File: src/rtl/spi_led_responder.sv
`timescale 1ns/1ps
// -----------------------------------------------------------------------------
// spi_led_responder
//
// SPI mode-0 slave that terminates the robot-side end of the LED-control link.
// It oversamples SCLK / MOSI / SSBar on the system clock, assembles bytes
// MSB-first and parses the 6-byte SET_LED frame:
//   byte 0 address, byte 1 message type, byte 2 LED id, bytes 3..5 R/G/B.
// A complete, correctly addressed SET_LED frame updates the four registered
// outputs and pulses led_valid for one cycle. A frame that was addressed to us
// but aborted (SSBar released early) pulses frame_err for one cycle and leaves
// the outputs untouched.
//
// Optional build macro:
//   SPI_RESP_MISO_EN  - echo mode. During byte n, MISO returns byte n-1 as it
//                       was received (8'h00 during byte 0). Without the macro
//                       MISO is tied to 0 and no transmit logic exists.
//
// Parameters:
//   ADDR        slave address expected in byte 0
//   MSG_SET_LED message code accepted in byte 1
//   SYNC_STAGES synchronizer depth on SCLK/MOSI/SSBar (>= 2)
//
// Ports:
//   clk        system clock
//   rst        asynchronous, active-high reset
//   SCLK       SPI clock from master (mode 0, idle low)
//   MOSI       serial data from master, MSB first
//   SSBar      slave select, active low
//   MISO       serial data to master
//   led_id     LED id from last valid frame
//   red        red value from last valid frame
//   green      green value from last valid frame
//   blue       blue value from last valid frame
//   led_valid  one-cycle strobe when the four outputs above update
//   frame_err  one-cycle strobe on an aborted, addressed frame
// -----------------------------------------------------------------------------
module spi_led_responder #(
  parameter logic [7:0] ADDR        = 8'h08,
  parameter logic [7:0] MSG_SET_LED = 8'h06,
  parameter int         SYNC_STAGES = 2
) (
  input  logic       clk,
  input  logic       rst,
  input  logic       SCLK,
  input  logic       MOSI,
  input  logic       SSBar,
  output logic       MISO,
  output logic [7:0] led_id,
  output logic [7:0] red,
  output logic [7:0] green,
  output logic [7:0] blue,
  output logic       led_valid,
  output logic       frame_err
);

  typedef enum logic [3:0] {
    S_IDLE,
    S_ADDR,
    S_MSG,
    S_LED,
    S_RED,
    S_GREEN,
    S_BLUE,
    S_DONE,
    S_SKIP
  } state_t;

  // ---------------------------------------------------------------------------
  // Input synchronizers and edge detection
  // ---------------------------------------------------------------------------
  logic [SYNC_STAGES-1:0] r_sclkSync;
  logic [SYNC_STAGES-1:0] r_mosiSync;
  logic [SYNC_STAGES-1:0] r_ssSync;
  logic                   r_sclkPrev;
  logic                   r_ssPrev;

  logic w_sclk;
  logic w_mosi;
  logic w_ss;
  logic w_sclkRise;
  logic w_ssRise;
  logic w_ssFall;

  // The SSBar chain and its edge-detect history reset to the deselected level
  // so that leaving reset with the slave deselected never looks like an edge.
  always_ff @(posedge clk or posedge rst) begin
    if (rst) begin
      r_sclkSync <= '0;
      r_mosiSync <= '0;
      r_ssSync   <= '1;
      r_sclkPrev <= 1'b0;
      r_ssPrev   <= 1'b1;
    end else begin
      r_sclkSync <= {r_sclkSync[SYNC_STAGES-2:0], SCLK};
      r_mosiSync <= {r_mosiSync[SYNC_STAGES-2:0], MOSI};
      r_ssSync   <= {r_ssSync[SYNC_STAGES-2:0], SSBar};
      r_sclkPrev <= w_sclk;
      r_ssPrev   <= w_ss;
    end
  end

  assign w_sclk     = r_sclkSync[SYNC_STAGES-1];
  assign w_mosi     = r_mosiSync[SYNC_STAGES-1];
  assign w_ss       = r_ssSync[SYNC_STAGES-1];
  assign w_sclkRise = w_sclk & ~r_sclkPrev;
  assign w_ssRise   = w_ss & ~r_ssPrev;
  assign w_ssFall   = ~w_ss & r_ssPrev;

  // ---------------------------------------------------------------------------
  // Byte assembly
  // ---------------------------------------------------------------------------
  logic [7:0] r_rxShift;
  logic [2:0] r_bitCnt;
  logic [7:0] r_rxByte;
  logic       r_byteDone;
  logic       r_ssRiseQ;
  logic       r_ssFallQ;
  logic [7:0] w_rxNext;

  assign w_rxNext = {r_rxShift[6:0], w_mosi};

  // The bit counter is held at zero for as long as the slave is deselected,
  // which both clears it for the next frame and throws away a partial byte
  // when SSBar is released mid-byte. The SSBar edges are delayed by one
  // register so the FSM sees them aligned with byte_done, giving both strobes
  // the same latency from the pins.
  always_ff @(posedge clk or posedge rst) begin
    if (rst) begin
      r_rxShift  <= 8'h00;
      r_bitCnt   <= 3'd0;
      r_rxByte   <= 8'h00;
      r_byteDone <= 1'b0;
      r_ssRiseQ  <= 1'b0;
      r_ssFallQ  <= 1'b0;
    end else begin
      r_byteDone <= 1'b0;
      r_ssRiseQ  <= w_ssRise;
      r_ssFallQ  <= w_ssFall;
      if (w_ss) begin
        r_rxShift <= 8'h00;
        r_bitCnt  <= 3'd0;
      end else if (w_sclkRise) begin
        r_rxShift <= w_rxNext;
        r_bitCnt  <= r_bitCnt + 3'd1;
        if (r_bitCnt == 3'd7) begin
          r_byteDone <= 1'b1;
          r_rxByte   <= w_rxNext;
        end
      end
    end
  end

  // ---------------------------------------------------------------------------
  // Frame parser
  // ---------------------------------------------------------------------------
  state_t     r_state;
  logic [7:0] r_stageLed;
  logic [7:0] r_stageRed;
  logic [7:0] r_stageGreen;
  logic [7:0] r_ledId;
  logic [7:0] r_red;
  logic [7:0] r_green;
  logic [7:0] r_blue;
  logic       r_ledValid;
  logic       r_frameErr;

  // Releasing SSBar takes priority over a byte completing in the same cycle,
  // so a frame whose last byte lands together with deselect counts as
  // aborted. Only the payload states report an abort; a frame that was never
  // addressed to us, or carried another message type, ends silently.
  always_ff @(posedge clk or posedge rst) begin
    if (rst) begin
      r_state      <= S_IDLE;
      r_stageLed   <= 8'h00;
      r_stageRed   <= 8'h00;
      r_stageGreen <= 8'h00;
      r_ledId      <= 8'h00;
      r_red        <= 8'h00;
      r_green      <= 8'h00;
      r_blue       <= 8'h00;
      r_ledValid   <= 1'b0;
      r_frameErr   <= 1'b0;
    end else begin
      r_ledValid <= 1'b0;
      r_frameErr <= 1'b0;
      if (r_ssRiseQ) begin
        if (r_state inside {S_MSG, S_LED, S_RED, S_GREEN, S_BLUE}) begin
          r_frameErr <= 1'b1;
        end
        r_state <= S_IDLE;
      end else begin
        case (r_state)
          S_IDLE: begin
            if (r_ssFallQ) begin
              r_state <= S_ADDR;
            end
          end
          S_ADDR: begin
            if (r_byteDone) begin
              r_state <= (r_rxByte == ADDR) ? S_MSG : S_SKIP;
            end
          end
          S_MSG: begin
            if (r_byteDone) begin
              r_state <= (r_rxByte == MSG_SET_LED) ? S_LED : S_SKIP;
            end
          end
          S_LED: begin
            if (r_byteDone) begin
              r_stageLed <= r_rxByte;
              r_state    <= S_RED;
            end
          end
          S_RED: begin
            if (r_byteDone) begin
              r_stageRed <= r_rxByte;
              r_state    <= S_GREEN;
            end
          end
          S_GREEN: begin
            if (r_byteDone) begin
              r_stageGreen <= r_rxByte;
              r_state      <= S_BLUE;
            end
          end
          S_BLUE: begin
            if (r_byteDone) begin
              r_ledId    <= r_stageLed;
              r_red      <= r_stageRed;
              r_green    <= r_stageGreen;
              r_blue     <= r_rxByte;
              r_ledValid <= 1'b1;
              r_state    <= S_DONE;
            end
          end
          S_DONE, S_SKIP: begin
            r_state <= r_state;
          end
          default: begin
            r_state <= S_IDLE;
          end
        endcase
      end
    end
  end

  assign led_id    = r_ledId;
  assign red       = r_red;
  assign green     = r_green;
  assign blue      = r_blue;
  assign led_valid = r_ledValid;
  assign frame_err = r_frameErr;

  // ---------------------------------------------------------------------------
  // MISO
  // ---------------------------------------------------------------------------
`ifdef SPI_RESP_MISO_EN
  localparam logic [7:0] ECHO_FIRST = 8'h00;

  logic [7:0] r_txShift;
  logic       r_miso;
  logic       w_sclkFall;

  assign w_sclkFall = r_sclkPrev & ~w_sclk;

  // r_txShift always holds the bits still to be presented, MSB next. On
  // select, the first byte's MSB goes straight onto MISO so the master can
  // sample it on the first rising edge. At each completed byte the whole
  // received byte is reloaded; the falling edge that follows puts its MSB
  // out, which keeps every byte aligned with the master's sampling edges.
  always_ff @(posedge clk or posedge rst) begin
    if (rst) begin
      r_txShift <= 8'h00;
      r_miso    <= 1'b0;
    end else if (w_ssFall) begin
      r_txShift <= {ECHO_FIRST[6:0], 1'b0};
      r_miso    <= ECHO_FIRST[7];
    end else if (!w_ss) begin
      if (w_sclkRise && (r_bitCnt == 3'd7)) begin
        r_txShift <= w_rxNext;
      end else if (w_sclkFall) begin
        r_miso    <= r_txShift[7];
        r_txShift <= {r_txShift[6:0], 1'b0};
      end
    end
  end

  assign MISO = r_miso;
`else
  assign MISO = 1'b0;
`endif

endmodule

File: config.mk
export PLATFORM = sky130hd
export DESIGN_NAME = spi_led_responder
export DESIGN_NICKNAME = d
export VERILOG_FILES = /design/src/rtl/spi_led_responder.sv
export SDC_FILE = /design/constraint.sdc
export NUM_CORES = 1
export LEC_CHECK = 0
export ABC_CLOCK_PERIOD_IN_PS = 3000
export CAP_MARGIN = 20
export CORE_MARGIN = 5
export CORE_UTILIZATION = 35
export DETAILED_ROUTE_END_ITERATION = 8
export PLACE_DENSITY = 0.61
export SKIP_CTS_REPAIR_TIMING = 1
export SLEW_MARGIN = 0
export SYNTH_ARGS = -nofsm -noshare
export SYNTH_HDL_FRONTEND = slang
export SYNTH_SLANG_ARGS = --single-unit
File: constraint.sdc
create_clock -name clk -period 3 [get_ports clk]
set_input_delay 0.6 -clock clk [delete_from_list [all_inputs] [get_ports clk]]
set_output_delay 0.6 -clock clk [all_outputs]
set_load 0.1 [all_outputs]
Yosys cells after proc, flatten, opt, wreduce, memory -nomap -nowiden

Cells that the tools add are included.
Widths: inputs -> output; s select.

Reduce and logical (&&, ||, !) cells: 10
Add/sub/neg operators: 1
Eq/ne operators: 19
Bitwise operators: 7
Multiplexer cells: 23

Operator list:

| operator            | count |
|---|---|
| $mux 4              | 10 |
| $pmux 4 s8          | 1 |
| $ne 3x3->1 const B  | 7 |
| $eq 4x3->1 const B  | 4 |
| $reduce_and 3->1    | 5 |
| $mux 7              | 2 |
| $eq 4x2->1 const B  | 2 |
| $eq 8x3->1 const B  | 1 |
| $eq 8x4->1 const B  | 1 |
| $mux 1              | 8 |
| $reduce_and 8->1    | 1 |
| $mux 3              | 2 |
| $reduce_bool 5->1   | 1 |
| $eq 4x1->1 const B  | 1 |
| $eq 4x4->1 const B  | 1 |
| $logic_not 4->1     | 1 |
| $not 1->1           | 4 |
| $add 3x1->3 const B | 1 |
| $and 1x1->1         | 3 |
| $eq 3x3->1 const B  | 1 |
| $ne 2x2->1 const B  | 1 |
| $reduce_bool 2->1   | 1 |
| $reduce_or 2->1     | 1 |

Output and inout bits: 35
Bits in registers: 91
Logic and storage cells: 81
Input bits: 5

Depth between registers and ports, before layout

Gate-level depths: netlist of the first run.

Depth in word-level cells: 5
Depth in mapped cells: 6
Gate-level depth less buffers: 4

Worst setup path before layout of the first run

No wires, ideal clock.

Path kind: register -> register
Start: register r_rxByte[6]
End: register r_state[3]
Clock period less this slack: 1.630 ns
Arrival: 1.497 ns
Required time: 2.868 ns
Library setup time: 0.132 ns
Stages on the path, launching flop included: 5
Path buffers: 0
Slack: 1.370 ns
Path through: dfrtp_1 -> or4_4 -> or3b_1 -> a21boi_1 -> o32ai_1

Longest elaborated chain between the ends: 5
Elaborated cells between the ends (all ways): 8
Those cells by class: eq/ne (2); mux (6)

RTL lines:

| item                                            | line     | text |
|---|---|---|
| start: declaration                              | 115      | `logic [7:0] r_rxByte;` |
| start signal: assignment                        | 148      | `r_rxByte <= w_rxNext;` |
| $eq 8x3->1 / $eq 8x4->1 (equally long branches) | 206, 201 |  |
| $mux 4, on equally long branches                | 206, 201 |  |
| $mux 4, on equally long branches                | 205, 200 |  |
| $pmux 4 s8 (*)                                  | 193      | `case (r_state)` |
| $mux 4 (*)                                      | 187      | `if (r_ssRiseQ) begin` |
| end signal: assignment                          | 201      | `r_state <= (r_rxByte == ADDR) ? S_MSG : S_SKIP;` |
| end signal: assignment                          | 206      | `r_state <= (r_rxByte == MSG_SET_LED) ? S_LED : S_SKIP;` |
| end signal: assignment                          | 238      | `r_state <= r_state;` |
| end: declaration                                | 157      | `state_t r_state;` |

Mark *: on every way between the ends. The rest lies on a longest branch, timed or not. The select of a mux whose other input is x is not followed.
A chain may end at the register's enable or synchronous reset.

Final worst setup path of the first run

Start: register r_state[3]
End: register r_ledId[7], in the netlist led_id[7]

Longest elaborated chain between the ends: 2

RTL lines:

| item                              | line | text |
|---|---|---|
| $eq 4x3->1                        | 193  |  |
| $reduce_and 3->1 (no source line) | --   |  |
| end signal: assignment            | 229  | `r_ledId <= r_stageLed;` |
| end: declaration                  | 161  | `logic [7:0] r_ledId;` |

No other way between the ends.

==> results of run 1 <==
[kinds of logic (layout without fill, tap and decap cells)]
kind of cell / after synthesis / count (layout) / synth area share
xor+xnor: 1 / 1 / 0.002456
fa+ha+maj: 2 / 2 / 0.007014
other cells: 1 / 1 / 0.001051
simple gates: 56 / 56 / 0.08629
flops: 91 / 91 / 0.6394
mux: 64 / 64 / 0.2020
buf+inv: 17 / 65 / 0.02350
compound gates: 20 / 20 / 0.03823
[registers in the layout (all words and copies together) (netlist names), 2 cells and up]
signal	flops
blue	8
green	8
led_id	8
r_bitCnt	3
r_mosiSync	2
r_rxByte	8
r_rxShift	7
r_sclkSync	2
r_ssSync	2
r_stageGreen	8
r_stageLed	8
r_stageRed	8
r_state	4
red	8
[power by group]
group	internal, mW	switching [mW]	total [mW]
Clock	0.433	0.409	0.842
Combinational	0.0583	0.0967	0.155
Sequential	1.25	0.0420	1.29
[final timing paths]
path                                from             to  slack [ns]  cells past startpoint
setup / recovery              r_state[3]      led_id[7]        1.13                      5
hold / removal             r_mosiSync[0]  r_mosiSync[1]        0.36                      0
setup reg to reg              r_state[3]      led_id[7]        1.13                      5
hold reg to reg            r_mosiSync[0]  r_mosiSync[1]        0.36                      0
max in group asynchronous            rst       green[5]        1.76                      3
min in group asynchronous            rst   r_rxShift[3]        0.62                      2
[worst reg2reg max path, delay by kind of cell (launching register included)]
kind	cells	cell delay [ns]
and+or+nand+nor	3	0.54
DFF	1	0.52
buffers and inverters	1	0.33
muxes	1	0.37
[layer usage]
layer	up-vias	global-route usage
li1	970	-
met1	1050	0.1436
met2	52	0.1792
met3	14	0.03876
met4	0	0.04433
met5	-	0
[stage by stage]
stage	util	power (mW)
2_1_floorplan	-	1.429
3_3_place_gp	0.4078	1.463
3_5_place_dp	0.4078	1.469
4_1_cts	0.4286	2.321
5_1_grt	0.4286	2.394
6_report	0.4286	2.288
[final cells by class]
type	instances	area [sq um]	area share
Inverter	5	20.02	0.004735
Clock buffer	13	158.9	0.03759
Sequential cell	91	2281	0.5395
Multi-Input combinational cell	144	1202	0.2844
Tap cell	133	166.4	0.03936
Timing Repair Buffer	44	352.8	0.08346
Clock inverter	3	46.29	0.01095
[cell usage in the layout (no fill, tap or decap), drive strengths merged, types with 2 or more instances in the layout]
| cell type | instances |
|---|---|
| a21boi | 2 |
| a21oi | 9 |
| buf | 40 |
| clkbuf | 13 |
| clkdlybuf4s50 | 4 |
| clkinv | 2 |
| dfrtp | 88 |
| dfstp | 3 |
| ha | 2 |
| inv | 4 |
| mux2 | 64 |
| nand2 | 22 |
| nand2b | 2 |
| nand3 | 3 |
| nand4 | 2 |
| nor2 | 7 |
| nor2b | 5 |
| nor3 | 3 |
| nor3b | 2 |
| o311ai | 2 |
| or3 | 2 |
==> PnR_summary.wiki, run 1 <==
{| class="wikitable"
! Metric !! Value
|-
| Number of pins with negative max-slew slack in the final report || 0
|-
| Number of sinks driven by the clock tree || 91
|-
| Net count after synthesis || 259
|-
| Crit path arrival time || 2.10 ns
|-
| Type of origin of the critical path || flip-flop
|-
| Required @ worst endpoint || 3.23 ns
|-
| GRT Resource Usage Total || 0.1135
|-
| Unrepaired setup endpoints after global routing || no
|-
| Initial antenna violation count || 0
|-
| Final hold vios || 0
|-
| Clock tree from TritonCTS || done
|-
| Overall routed net length || 6531 um
|-
| Top Metal Used || met4
|-
| Most used standard cell by instance count after synthesis || sky130_fd_sc_hd__dfrtp_1
|-
| Mean number of vias per cell || between 4 and 5
|-
| Maximum number of pins on one net before global-route repair || 35
|-
| Share of Yosys cell area claimed by the top area cell type || 0.6173
|-
| Crit path buffers/inverters || 1
|-
| Cell class contributing the biggest share of worst-path delay || simple AND/OR/NAND/NOR gates
|-
| Global-route wire length before repair || 11360 um
|-
| Run status || completed
|-
| Place WS || 1.159 ns
|-
| Count of antenna-violating nets left after detailed routing || 0
|-
| Number of detailed-route iterations in the first pass || 4
|-
| Cell count after placement || 417
|-
| H-tree levels || 3
|-
| Post-detailed-route DRC marker count || 0
|-
| Total grt overflow || 0
|-
| Number of design-rule violations left by the first detailed-router iteration || 91
|-
| Kind of critical path || reg -> reg
|-
| Insertion delay of the later-clocked pin in the worst-skew pair || 0.35 ns
|-
| Full die area || 12310 sq um
|-
| Clock skew after layout || 0.01156 ns
|-
| Wire length on met1 || 2943 um
|-
| Delay of the slowest critical-path stage || 0.52 ns
|-
| Initial standard-cell utilization of the core || 0.3616
|-
| Post-synth top area cell || sky130_fd_sc_hd__dfrtp_1
|-
| Fin worst setup slack || about 1.1 ns
|-
| Unique masters post-synth || 42
|-
| Instance count of the mapped netlist || 252
|-
| Die span in x || 111.0 um
|-
| Count of warnings emitted by yosys || 0
|-
| Clock buffer count from CTS || 9
|-
| Synthesized flop and latch total || 91
|-
| Worst min-delay path category || reg -> reg
|-
| Count of flip-flops with a built-in enable after synthesis || 0
|-
| Worst rel slew slack || 0.5241
|-
| Power density relative to cell area || ~540 nW/um^2
|-
| Most area-consuming cells after synthesis || sky130_fd_sc_hd__dfrtp_1 (62%), sky130_fd_sc_hd__mux2_1 (10%), sky130_fd_sc_hd__mux2_2 (10%), sky130_fd_sc_hd__nand2_1 (2.3%), sky130_fd_sc_hd__dfstp_2 (2.2%)
|-
| Slowest stage cell on the critical path || sky130_fd_sc_hd__dfrtp_1
|-
| Post-synthesis average cell area || 14.16 sq um
|-
| Combined area of all synthesized cells || ~3600 sq um
|-
| IO Port Bufs || 38
|-
| Peak supply drop || ~0.21 mV
|-
| Number of global-route vias before repair || between 2000 and 2500
|-
| Final Setup Violations || 0
|-
| Number of top-level pins || 40
|-
| Number of max-cap violations || 0
|-
| Most used DFF post-synth || sky130_fd_sc_hd__dfrtp_1
|-
| Fraction of layout cells with a size suffix above 1 || 0.3100
|-
| Setup TNS || 0 ns
|-
| Final nets || 302
|-
| Clock tree root buffer cell || sky130_fd_sc_hd__clkbuf_8
|-
| Clock transition at the registers of the reported paths || 0.09 ns
|-
| Static Leakage || around 2.1 nW
|-
| Critical-path cell list || nor2_1, nand2_1, nor3_4, buf_4, mux2_1
|-
| Core region area || 9864 sq um
|-
| Number of standard cells in the final layout excluding fillers || 433
|-
| Transition at the pin with the smallest max-transition slack || 0.7124 ns
|-
| WHS || 0.3554 ns
|-
| Final period utilization || 0.6242
|-
| Maximum frequency from static timing analysis || 534.0 MHz
|-
| Cell row count || 36
|-
| FFs w/ async S/R, synth || 1.000
|-
| Length of routed met3 wiring || just under 300 um
|-
| Growth of design area from synthesis to finish || 18.52%
|-
| Shortest period the worst path allows || ~1.9 ns
|-
| Amount of wire on met2 after detailed routing || between 3000 and 4000 um
|-
| Worst Setup End Kind || flip-flop
|-
| Total via count in the routed design || 2086
|-
| Post-detailed-placement half-perimeter wirelength || 4472 um
|-
| Average routed wire per standard cell || roughly 15 um
|-
| CP max FO || 21
|-
| Placed standard-cell area || 4023 sq um
|-
| Diode count || 0
|-
| Sequential fraction of the synthesis area || 0.6394
|-
| Most common library cells after synthesis || sky130_fd_sc_hd__dfrtp_1 (88), sky130_fd_sc_hd__mux2_1 (32), sky130_fd_sc_hd__mux2_2 (32)
|-
| Overall die height || 111.0 um
|-
| Number of filler cells placed in the layout || between 900 and 1000
|-
| CTS max path bufs || 2
|-
| Finished layout cell area || 4228 sq um
|-
| Final RePlAce weighted congestion || 0.8376
|}
Note: power is estimated with default switching activity, not from simulation.
==> run 2: changes to the inputs <==
Settings changed: ABC_CLOCK_PERIOD_IN_PS 3000 to 1790, PLACE_DENSITY 0.61 to 0.59.
Clock period 3 ns to 1.79 ns, I/O delays scaled along.
==> run 2 against run 1 <==
Net effect:
- critical path depth decreased by 1
- worst setup slack got worse by 1.0 ns
- clock power increased by 75%
- routed wire length increased by 1.5%
- flip-flop and latch count unchanged
- total power increased by 72%
==> PnR_summary.wiki, run 2 (synthesis gave the netlist of run 1 again) <==
{| class="wikitable"
! Metric !! Value
|-
| CP max FO || 6
|-
| Most frequent cells in the layout || sky130_fd_sc_hd__dfrtp_1 (88), sky130_fd_sc_hd__buf_12 (38), sky130_fd_sc_hd__mux2_2 (32), sky130_fd_sc_hd__mux2_1 (32), sky130_fd_sc_hd__nand2_1 (22)
|-
| Required @ worst endpoint || ~2.0 ns
|-
| Worst R2R Start || r_rxByte[0]
|-
| Type of origin of the critical path || flip-flop
|-
| Clock tree from TritonCTS || done
|-
| Startpoint of the worst setup timing path || r_rxByte[0]
|-
| Total via count in the routed design || 2118
|-
| Power density relative to cell area || around 800 nW/um^2
|-
| Average routed wire per standard cell || 14.90 um
|-
| Overall routed net length || 6631 um
|-
| Worst Setup End Kind || flip-flop
|-
| IO Port Bufs || 38
|-
| Mean number of vias per cell || 4.760
|-
| Worst min-delay path category || in -> async
|-
| Initial standard-cell utilization of the core || 0.3616
|-
| Final nets || 314
|-
| Clock buffer count from CTS || 9
|-
| Die span in x || about 110 um
|-
| H-tree levels || 3
|-
| FF-to-FF End || r_state[3]
|-
| Final hold vios || 0
|-
| Core region area || between 9000 and 10000 sq um
|-
| Shortest period the worst path allows || 1.677 ns
|-
| Capturing instance or port of the critical path || r_state[3]
|-
| Most frequent standard cell in the layout excluding fill and tap cells || sky130_fd_sc_hd__dfrtp_1
|-
| Clock tree root buffer cell || sky130_fd_sc_hd__clkbuf_8
|-
| Number of global-route vias before repair || 2215
|-
| Final Setup Violations || 0
|-
| Delay of the slowest critical-path stage || 0.52 ns
|-
| Number of detailed-route iterations in the first pass || 4
|-
| Maximum frequency from static timing analysis || around 600 MHz
|-
| Overall die height || around 110 um
|-
| Run status || completed
|-
| WHS || ~0.31 ns
|-
| Fraction of layout cells with a size suffix above 1 || 0.3429
|-
| Unrepaired setup endpoints after global routing || no
|-
| Slowest stage cell on the critical path || sky130_fd_sc_hd__or4_4
|-
| Fin worst setup slack || 0.1130 ns
|-
| Number of max-cap violations || 0
|-
| Initial antenna violation count || 0
|-
| Setup TNS || 0 ns
|-
| Global routing met1 resource utilization || 0.1512
|-
| Post-detailed-route DRC marker count || 0
|-
| Reg2Reg Depth || 4
|-
| Full die area || 12310 sq um
|-
| Worst reg2reg setup slack || 0.11 ns
|-
| CTS max path bufs || 2
|-
| Number of pins with negative max-slew slack in the final report || 0
|-
| Global-route wire length before repair || 11410 um
|-
| GR peak layer || met2
|-
| Clock transition at the registers of the reported paths || 0.10 ns
|-
| Final period utilization || 0.9368
|-
| Area of all sequential standard cells || 2281 sq um
|-
| Insertion delay of the later-clocked pin in the worst-skew pair || 0.36 ns
|-
| Growth of design area from synthesis to finish || 34.41%
|-
| Maximum number of pins on one net before global-route repair || a little under 50
|-
| Peak supply drop || 0.4047 mV
|-
| Crit path arrival time || 1.91 ns
|-
| Area used by multi-input combinational logic || 1202 sq um
|-
| Post-detailed-placement half-perimeter wirelength || 4619 um
|-
| Met3 usage || 0.03821
|-
| Clock skew after layout || roughly 0.015 ns
|-
| Number of sinks driven by the clock tree || 91
|-
| Total grt overflow || 0
|-
| Place WS || 0.1267 ns
|-
| Cell row count || 36
|-
| Number of design-rule violations left by the first detailed-router iteration || 83
|-
| GRT Resource Usage Total || 0.1160
|-
| Number of filler cells placed in the layout || 840
|-
| Critical-path cell list || or4_4, or3b_1, a21boi_1, o32ai_1
|-
| Static Leakage || 2.300 nW
|-
| Count of antenna-violating nets left after detailed routing || 0
|-
| Final RePlAce weighted congestion || 0.8580
|-
| Diode count || 0
|-
| Number of top-level pins || 40
|-
| Kind of critical path || reg -> reg
|-
| Met2 usage || 0.1820
|}
==> run 2: cell types whose count changed in the layout (fill, tap and decap cells not counted), sizes merged <==
| cell | change |
|---|---|
| buf | +12 |
| clkinv | +1 |
| inv | +3 |
| clkbuf | -4 |
==> run 2: report_power, final <==
part | leakage (nW) | internal [mW] | total [mW] | switching, mW
combinational | 0.947 | 0.129 | 0.329 | 0.200
clock | 0.109 | 0.681 | 1.47 | 0.788
sequential | 1.24 | 2.09 | 2.13 | 0.0352
total | 2.30 | 2.90 | 3.93 | 1.02
==> run 2: worst min path at each step <==
stage / endpoint / cells past startpoint / start / slack, ns
final: red[2] / 2 / rst / 0.31
after detailed placement: r_mosiSync[1] / 0 / r_mosiSync[0] / 0.34
after global routing: red[2] / 2 / rst / 0.32
after global placement: r_mosiSync[1] / 0 / r_mosiSync[0] / 0.33
after floorplan: r_mosiSync[1] / 0 / r_mosiSync[0] / 0.33
after CTS: red[2] / 2 / rst / 0.31
==> run 2: cell type report <==
cell class | count | area share
Sequential cell | 91 | 0.4757
Tap cell | 133 | 0.03471
Multi-Input combinational cell | 144 | 0.2508
Clock buffer | 9 | 0.02584
Clock inverter | 7 | 0.01931
Inverter | 5 | 0.004697
Timing Repair Buffer | 56 | 0.1889
==> run 2: layer usage <==
layer  up-vias  wire length, um  share of wire
li1        996                -              -
met1      1055             2915           0.44
met2        56             3276           0.49
met5         -                0              0
met3        11              359          0.054
met4         0               80          0.012
==> run 2: stage by stage <==
step	power (mW)	util	cells	cell area, sq um
after floorplan	2.396	-	252	3571
after global placement	2.485	0.4641	429	4578
after detailed placement	2.494	0.4641	429	4578
after CTS	3.979	0.4860	445	4795
after global routing	4.103	0.4860	445	4795
final	3.926	0.4860	445	4795
==> run 2: critical path: cells and delay by family (launching register included) <==
family,cells,cell delay (ns)
flops,1,0.44
simple gates,2,0.88
compound gates,2,0.24
